## config.mk

```make
export PLATFORM = sky130hd
export DESIGN_NAME = mc_controller
export DESIGN_NICKNAME = d
export VERILOG_FILES = /design/src/rtl/mc_controller.sv
export SDC_FILE = /design/constraint.sdc
export NUM_CORES = 1
export LEC_CHECK = 0
export BUFFER_PORTS_ARGS = -buffer_cell sky130_fd_sc_hd__buf_4
export CAP_MARGIN = 20
export CORE_UTILIZATION = 35
export CTS_BUF_LIST = sky130_fd_sc_hd__clkbuf_4 sky130_fd_sc_hd__clkbuf_8
export DETAILED_ROUTE_END_ITERATION = 7
export PLACE_DENSITY = 0.71
export SLEW_MARGIN = 10
export SYNTH_ARGS = -nofsm -noshare
export SYNTH_HDL_FRONTEND = slang
export SYNTH_SLANG_ARGS = --single-unit
```

## constraint.sdc

```tcl
create_clock -name clk -period 2.9 [get_ports clk]
set_clock_uncertainty 0.15 [all_clocks]
set_input_delay 0.145 -clock clk [delete_from_list [all_inputs] [get_ports clk]]
set_output_delay 0.145 -clock clk [all_outputs]
set_load 0.005 [all_outputs]
```

## src/rtl/mc_controller.sv

```systemverilog
// mc_controller: multi-cycle MIPS control sequencer with bus-timeout and reserved-instruction traps.
// Define MC_CTRL_COP0_EN to decode MFC0/MTC0; otherwise op 0x10 is treated as reserved.
module mc_controller #(
  parameter int MEM_TIMEOUT   = 15,
  parameter int MULDIV_CYCLES = 32
) (
  input  logic        clk,
  input  logic        rst,
  input  logic [31:0] ins,
  input  logic        memReady,
  input  logic        branchTaken,
  output logic [2:0]  state,
  output logic        pcWrite,
  output logic [1:0]  pcSrc,
  output logic        irWrite,
  output logic        memRead,
  output logic        memWrite,
  output logic        regWrite,
  output logic [1:0]  writeRegSrc,
  output logic        aluStart,
  output logic        cp0Write,
  output logic        exception,
  output logic [4:0]  excCode,
  output logic        instRetire
);
  // state       | meaning
  // FETCH       | read instruction word, wait for memReady (bounded)
  // DECODE      | classify IR, trap on reserved opcode
  // EXEC        | branch/jump/MTC0 complete here, others dispatch
  // MEM         | load/store handshake (bounded)
  // WB          | register-file write
  // MULDIV_WAIT | iterative mul/div in progress
  // TRAP        | one-cycle exception pulse
  typedef enum logic [2:0] {
    S_FETCH = 3'd0, S_DECODE = 3'd1, S_EXEC = 3'd2, S_MEM = 3'd3,
    S_WB = 3'd4, S_MULDIV = 3'd5, S_TRAP = 3'd6
  } state_t;

  typedef enum logic [3:0] {
    C_RALU, C_MULDIV, C_J, C_JAL, C_JR, C_JALR, C_BRANCH,
    C_IALU, C_LOAD, C_STORE, C_MFC0, C_MTC0, C_RSVD
  } class_t;

  localparam int TW = $clog2(MEM_TIMEOUT + 1);
  localparam int MW = $clog2(MULDIV_CYCLES + 1);
  localparam logic [TW-1:0] TMO_LAST = TW'(MEM_TIMEOUT - 1);
  localparam logic [MW-1:0] MD_LOAD  = MW'(MULDIV_CYCLES);

  state_t        stateQ, stateD;
  class_t        cls;
  logic [TW-1:0] tmoCnt;
  logic [MW-1:0] mdCnt;
  logic [4:0]    excQ, excD;
  logic          rstHold, live;
  logic [5:0]    op, func;
  logic          unusedIns;

  assign op        = ins[31:26];
  assign func      = ins[5:0];
  assign unusedIns = ^ins[25:6];
  // rstHold keeps the first cycle after reset strobe-free so no stale request restarts.
  assign live      = !rst && !rstHold;

  always_comb begin
    cls = C_RSVD;
    case (op)
      6'h00: begin
        case (func)
          6'h08: cls = C_JR;
          6'h09: cls = C_JALR;
          6'h18, 6'h19, 6'h1a, 6'h1b: cls = C_MULDIV;
          default: cls = C_RALU;
        endcase
      end
      6'h02: cls = C_J;
      6'h03: cls = C_JAL;
      6'h01, 6'h04, 6'h05, 6'h06, 6'h07: cls = C_BRANCH;
      6'h08, 6'h09, 6'h0a, 6'h0b, 6'h0c, 6'h0d, 6'h0e, 6'h0f: cls = C_IALU;
      6'h20, 6'h21, 6'h22, 6'h23, 6'h24, 6'h25, 6'h26: cls = C_LOAD;
      6'h28, 6'h29, 6'h2a, 6'h2b, 6'h2e: cls = C_STORE;
`ifdef MC_CTRL_COP0_EN
      6'h10: begin
        if (ins[10:3] == 8'h00) begin
          if (ins[25:21] == 5'd0) cls = C_MFC0;
          else if (ins[25:21] == 5'd4) cls = C_MTC0;
        end
      end
`endif
      default: cls = C_RSVD;
    endcase
  end

  always_comb begin
    stateD      = stateQ;
    excD        = excQ;
    pcWrite     = 1'b0;
    pcSrc       = 2'd0;
    irWrite     = 1'b0;
    memRead     = 1'b0;
    memWrite    = 1'b0;
    regWrite    = 1'b0;
    writeRegSrc = 2'd0;
    aluStart    = 1'b0;
    cp0Write    = 1'b0;
    if (live) begin
      case (stateQ)
        S_FETCH: begin
          memRead = 1'b1;
          if (memReady) begin
            irWrite = 1'b1;
            pcWrite = 1'b1;
            stateD  = S_DECODE;
          end else if (tmoCnt == TMO_LAST) begin
            stateD = S_TRAP;
            excD   = 5'd6;
          end
        end
        S_DECODE: begin
          if (cls == C_RSVD) begin
            stateD = S_TRAP;
            excD   = 5'd10;
          end else begin
            stateD = S_EXEC;
          end
        end
        S_EXEC: begin
          case (cls)
            C_BRANCH: begin
              pcWrite = branchTaken;
              pcSrc   = 2'd1;
              stateD  = S_FETCH;
            end
            C_J, C_JAL, C_JR, C_JALR: begin
              pcWrite = 1'b1;
              pcSrc   = (cls == C_J || cls == C_JAL) ? 2'd2 : 2'd3;
              if (cls == C_JAL || cls == C_JALR) begin
                regWrite    = 1'b1;
                writeRegSrc = 2'd3;
              end
              stateD = S_FETCH;
            end
            C_MULDIV: begin
              aluStart = 1'b1;
              stateD   = S_MULDIV;
            end
            C_LOAD, C_STORE: stateD = S_MEM;
`ifdef MC_CTRL_COP0_EN
            C_MTC0: begin
              cp0Write = 1'b1;
              stateD   = S_FETCH;
            end
`endif
            default: stateD = S_WB;
          endcase
        end
        S_MEM: begin
          memRead  = (cls == C_LOAD);
          memWrite = (cls == C_STORE);
          if (memReady) begin
            stateD = (cls == C_LOAD) ? S_WB : S_FETCH;
          end else if (tmoCnt == TMO_LAST) begin
            stateD = S_TRAP;
            excD   = 5'd7;
          end
        end
        S_WB: begin
          regWrite = 1'b1;
          case (cls)
            C_LOAD: writeRegSrc = 2'd1;
`ifdef MC_CTRL_COP0_EN
            C_MFC0: writeRegSrc = 2'd2;
`endif
            default: writeRegSrc = 2'd0;
          endcase
          stateD = S_FETCH;
        end
        S_MULDIV: begin
          if (mdCnt <= MW'(1)) stateD = S_FETCH;
        end
        default: stateD = S_FETCH;
      endcase
    end else begin
      stateD = S_FETCH;
    end
  end

  always_ff @(posedge clk) begin
    if (rst) begin
      stateQ  <= S_FETCH;
      tmoCnt  <= '0;
      mdCnt   <= '0;
      excQ    <= '0;
      rstHold <= 1'b1;
    end else begin
      rstHold <= 1'b0;
      stateQ  <= stateD;
      excQ    <= excD;
      if (stateD != stateQ) tmoCnt <= '0;
      else if (live && (stateQ == S_FETCH || stateQ == S_MEM)) tmoCnt <= tmoCnt + TW'(1);
      if (aluStart) mdCnt <= MD_LOAD;
      else if (stateQ == S_MULDIV && mdCnt != '0) mdCnt <= mdCnt - MW'(1);
    end
  end

  assign state      = stateQ;
  assign excCode    = excQ;
  assign exception  = live && (stateQ == S_TRAP);
  assign instRetire = live && (stateD == S_FETCH) && (stateQ != S_FETCH) && (stateQ != S_TRAP);

endmodule

```

==> summary.md <==
| Metric | Value |
|---|---|
| CP cell instances | `xnor2_1 > nand2b_1 > a21oi_1 > a41oi_1 > o21ai_0 > o31ai_1 > buf_4` |
| CP Launch Type | `flip-flop` |
| Simple-gate share of the synthesized area | `0.3443` |
| Largest net degree at the start of global routing | `18` |
| Chip width | `roughly 65 um` |
| Setup CP Type | `reg -> out` |
| Sequential area share after synthesis | `0.2623` |
| Post-route ant nets | `0` |
| Reg2reg setup slack | `580 ps` |
| Max cap viols | `0` |
| Kind of end point of the critical path | `primary output` |
| Max-slew headroom | `0.6147` |
| GR Overflow Total | `0` |
| Row count | `22` |
| Critical-path top delay cell | `dfxtp_1` |
| Adder-Cell Fraction of Synth Area | `0.04554` |
| RSZ-0062 raised after global routing | `false` |
| Die Y | `approximately 65 um` |
| Port Buffer Count | `34` |
| Netlist cell types | `48` |
| Yosys reg bits | `18` |
| Setup TNS | `0 ps` |
| First-pass GRT wire length | `between 5000 and 6000 um` |
| Final setup viols | `0` |
| Worst-skew pair later-pin latency | `250 ps` |
| Final min period | `2526 ps` |
| CTS tree | `built` |
| Area Growth Syn to Fin | `25.14%` |
| XOR/XNOR Fraction of Synth Area | `0.05738` |
| Vias | `1420` |
| Dpl cells | `262` |
| Maximum VDD drop | `about 120 uV` |
| Worst slew pin tran | `between 500 and 600 ps` |
| Final GP Congestion | `between 0.8 and 0.9` |
| Pwr Density | `around 320 nW/um2` |
| Pre-CTS setup slack | `around 630 ps` |
| Number of antenna diodes | `0` |
| EDFF count, synth | `0` |
| Final setup margin | `between 300 and 400 ps` |
| Worst EP arrival | `approximately 2200 ps` |
| Status | `completed` |
| GRT Util Overall | `0.1711` |
| Mux cell area share after synthesis | `0.02550` |
| Core ar. | `approximately 3700 um2` |
| Fillcell total | `~410` |
| Synthesized area | `1374 um2` |
| Number of buffers created by CTS | `3` |
| Nets | `roughly 260` |
| Initial antenna violation count | `0` |
| Max Buffers Root-to-Sink | `2` |
| Die area | `around 4200 um2` |
| Worst-path maximum fanout | `17` |
| Most frequent cells in the layout | `buf_4, nor2_1, dfxtp_1` |
| Most used DFF post-synth | `dfxtp_1` |
| Share of layout cells above drive strength 1 | `0.2146` |
| Vias in the first global route | `between 1k and 1.5k` |
| Reg clk slew, reported paths | `~70 ps` |
| Root Buffer | `clkbuf_8` |
| Final hold vios | `0` |
| Routed vias/inst | `between 5 and 6` |
| Drt first-iter violations | `88` |
| Initial core utilization | `0.3697` |
| Routed wire per std cell | `~13 um` |
| CP top delay family | `compound AO/OA/AOI/OAI gates` |
| Ports | `57` |
| Drt total wl | `between 3000 and 4000 um` |
| Average size of a mapped cell | `~7.3 um2` |
| Crit path buffers/inverters | `1` |
| Residual DRC | `0` |
| Ys async rst share | `0` |
| CP required | `approximately 2600 ps` |
| HPWL Detailed | `about 2500 um` |
| Mapped Cells | `~190` |
| Compound-gate portion of the synthesized area | `0.2040` |
| Hold crit path type | `in -> reg` |
| Critical Path Max Stage Delay | `650 ps` |
| # H-tree levels | `1` |
| Final period util | `0.8709` |
| Leak pwr | `slightly below 0.7 nW` |
| Length of the first detailed-routing pass in iterations | `4` |
| Setup Buffers After CTS | `0` |
| Achievable Freq | `slightly below 400 MHz` |
| CTS Sinks | `18` |
| Largest family of logic cells by synthesized area | `simple AND/OR/NAND/NOR gates` |
| Fin cells | `267` |
| Max-slew violation count | `0` |
| Ys Warns | `0` |
| Most common cell after layout, fill and taps aside | `buf_4` |
==> registers in the layout, summed over array words and instances, names as in the netlist <==
name and flops:
tmoCnt 4, excCode 4, state 3, rstHold 1, mdCnt 6
==> per-stage QoR <==
stage / utilization / cell area, um2 / hold WS [ps] / total power [mW]
2_1_floorplan: - / 1378 / 22.72 / 0.3207
3_3_place_gp: 0.4451 / 1654 / 200.1 / 0.3587
3_5_place_dp: 0.4451 / 1654 / 196.4 / 0.3592
4_1_cts: 0.4626 / 1719 / 165.7 / 0.5621
5_1_grt: 0.4626 / 1719 / 185.5 / 0.5851
6_report: 0.4626 / 1719 / 168.8 / 0.5584
==> layer usage <==
metal | vias to the layer above | routed length, um | track usage
met1 | 646 | 1534 | 0.2235
met5 | - | 0 | 0
met4 | 0 | 27 | 0.04167
met3 | 4 | 193 | 0.01761
li1 | 725 | - | -
met2 | 45 | 1627 | 0.2987
==> cell usage after synthesis (2+ instances only) <==
master	number	area share
nor2_1	23	0.063
nand2_1	15	0.041
nand3_1	6	0.022
a31oi_1	2	0.0091
or3_1	3	0.014
xor2_1	3	0.019
nand2b_1	6	0.027
ha_1	5	0.046
inv_1	9	0.025
clkbuf_1	3	0.0082
nand4_1	2	0.0091
o21ai_0	10	0.036
buf_4	2	0.011
and3_1	3	0.014
nor2b_1	2	0.0091
a21oi_1	11	0.040
nor3b_1	2	0.011
buf_2	4	0.015
xnor2_1	6	0.038
o21a_1	2	0.011
o211ai_1	2	0.011
nor4_1	3	0.014
nor3_1	16	0.058
dfxtp_1	18	0.26
nor4b_1	2	0.013
a211oi_1	5	0.027
==> worst reg2reg max path: stages (launching register included) <==
cell and delay [ps]:
dfxtp_1 690, inv_1 290, nor4b_1 350, a31oi_1 70, nor4_1 270, o21ai_1 200
nor3_1 210
==> area by class of cell <==
class | count | area (um2) | share of cell area
repair buffers | 36 | 272.8 | 0.1587
clock buffers | 4 | 55.05 | 0.03202
inverters | 9 | 33.78 | 0.01965
well taps | 48 | 60.06 | 0.03493
flip-flops and latches | 18 | 360.3 | 0.2096
multi-input cells | 152 | 937.1 | 0.5451
==> power by group <==
part	switching, mW	internal (mW)
Combinational	0.0514	0.0449
Sequential	0.00815	0.251
Clock	0.0821	0.121
==> path summary, 6_finish.rpt <==
path                                  from    endpoint  depth (start not counted)
worst max-delay path              state[0]  instRetire                          7
worst min-delay path              memReady    state[1]                          3
worst max register to register    state[2]   tmoCnt[1]                          6
worst min register to register  excCode[1]  excCode[1]                          2
==> timing repair <==
action,CTS,global route
endpoints found under the hold margin,6,0
hold buffers,1,0
resized for setup,0,0
==> kinds of logic (layout without fill, tap and decap cells) <==
family / count (synthesis) / after routing
other: 1 / 2
muxes: 3 / 3
adders and majority gates: 5 / 5
AOI/OAI and AO/OA: 42 / 42
DFF: 18 / 18
buffers and inverters: 18 / 49
xor gates and xnor gates: 9 / 9
and+or+nand+nor: 91 / 91
No activity file was read; power rests on OpenSTA's default activity.
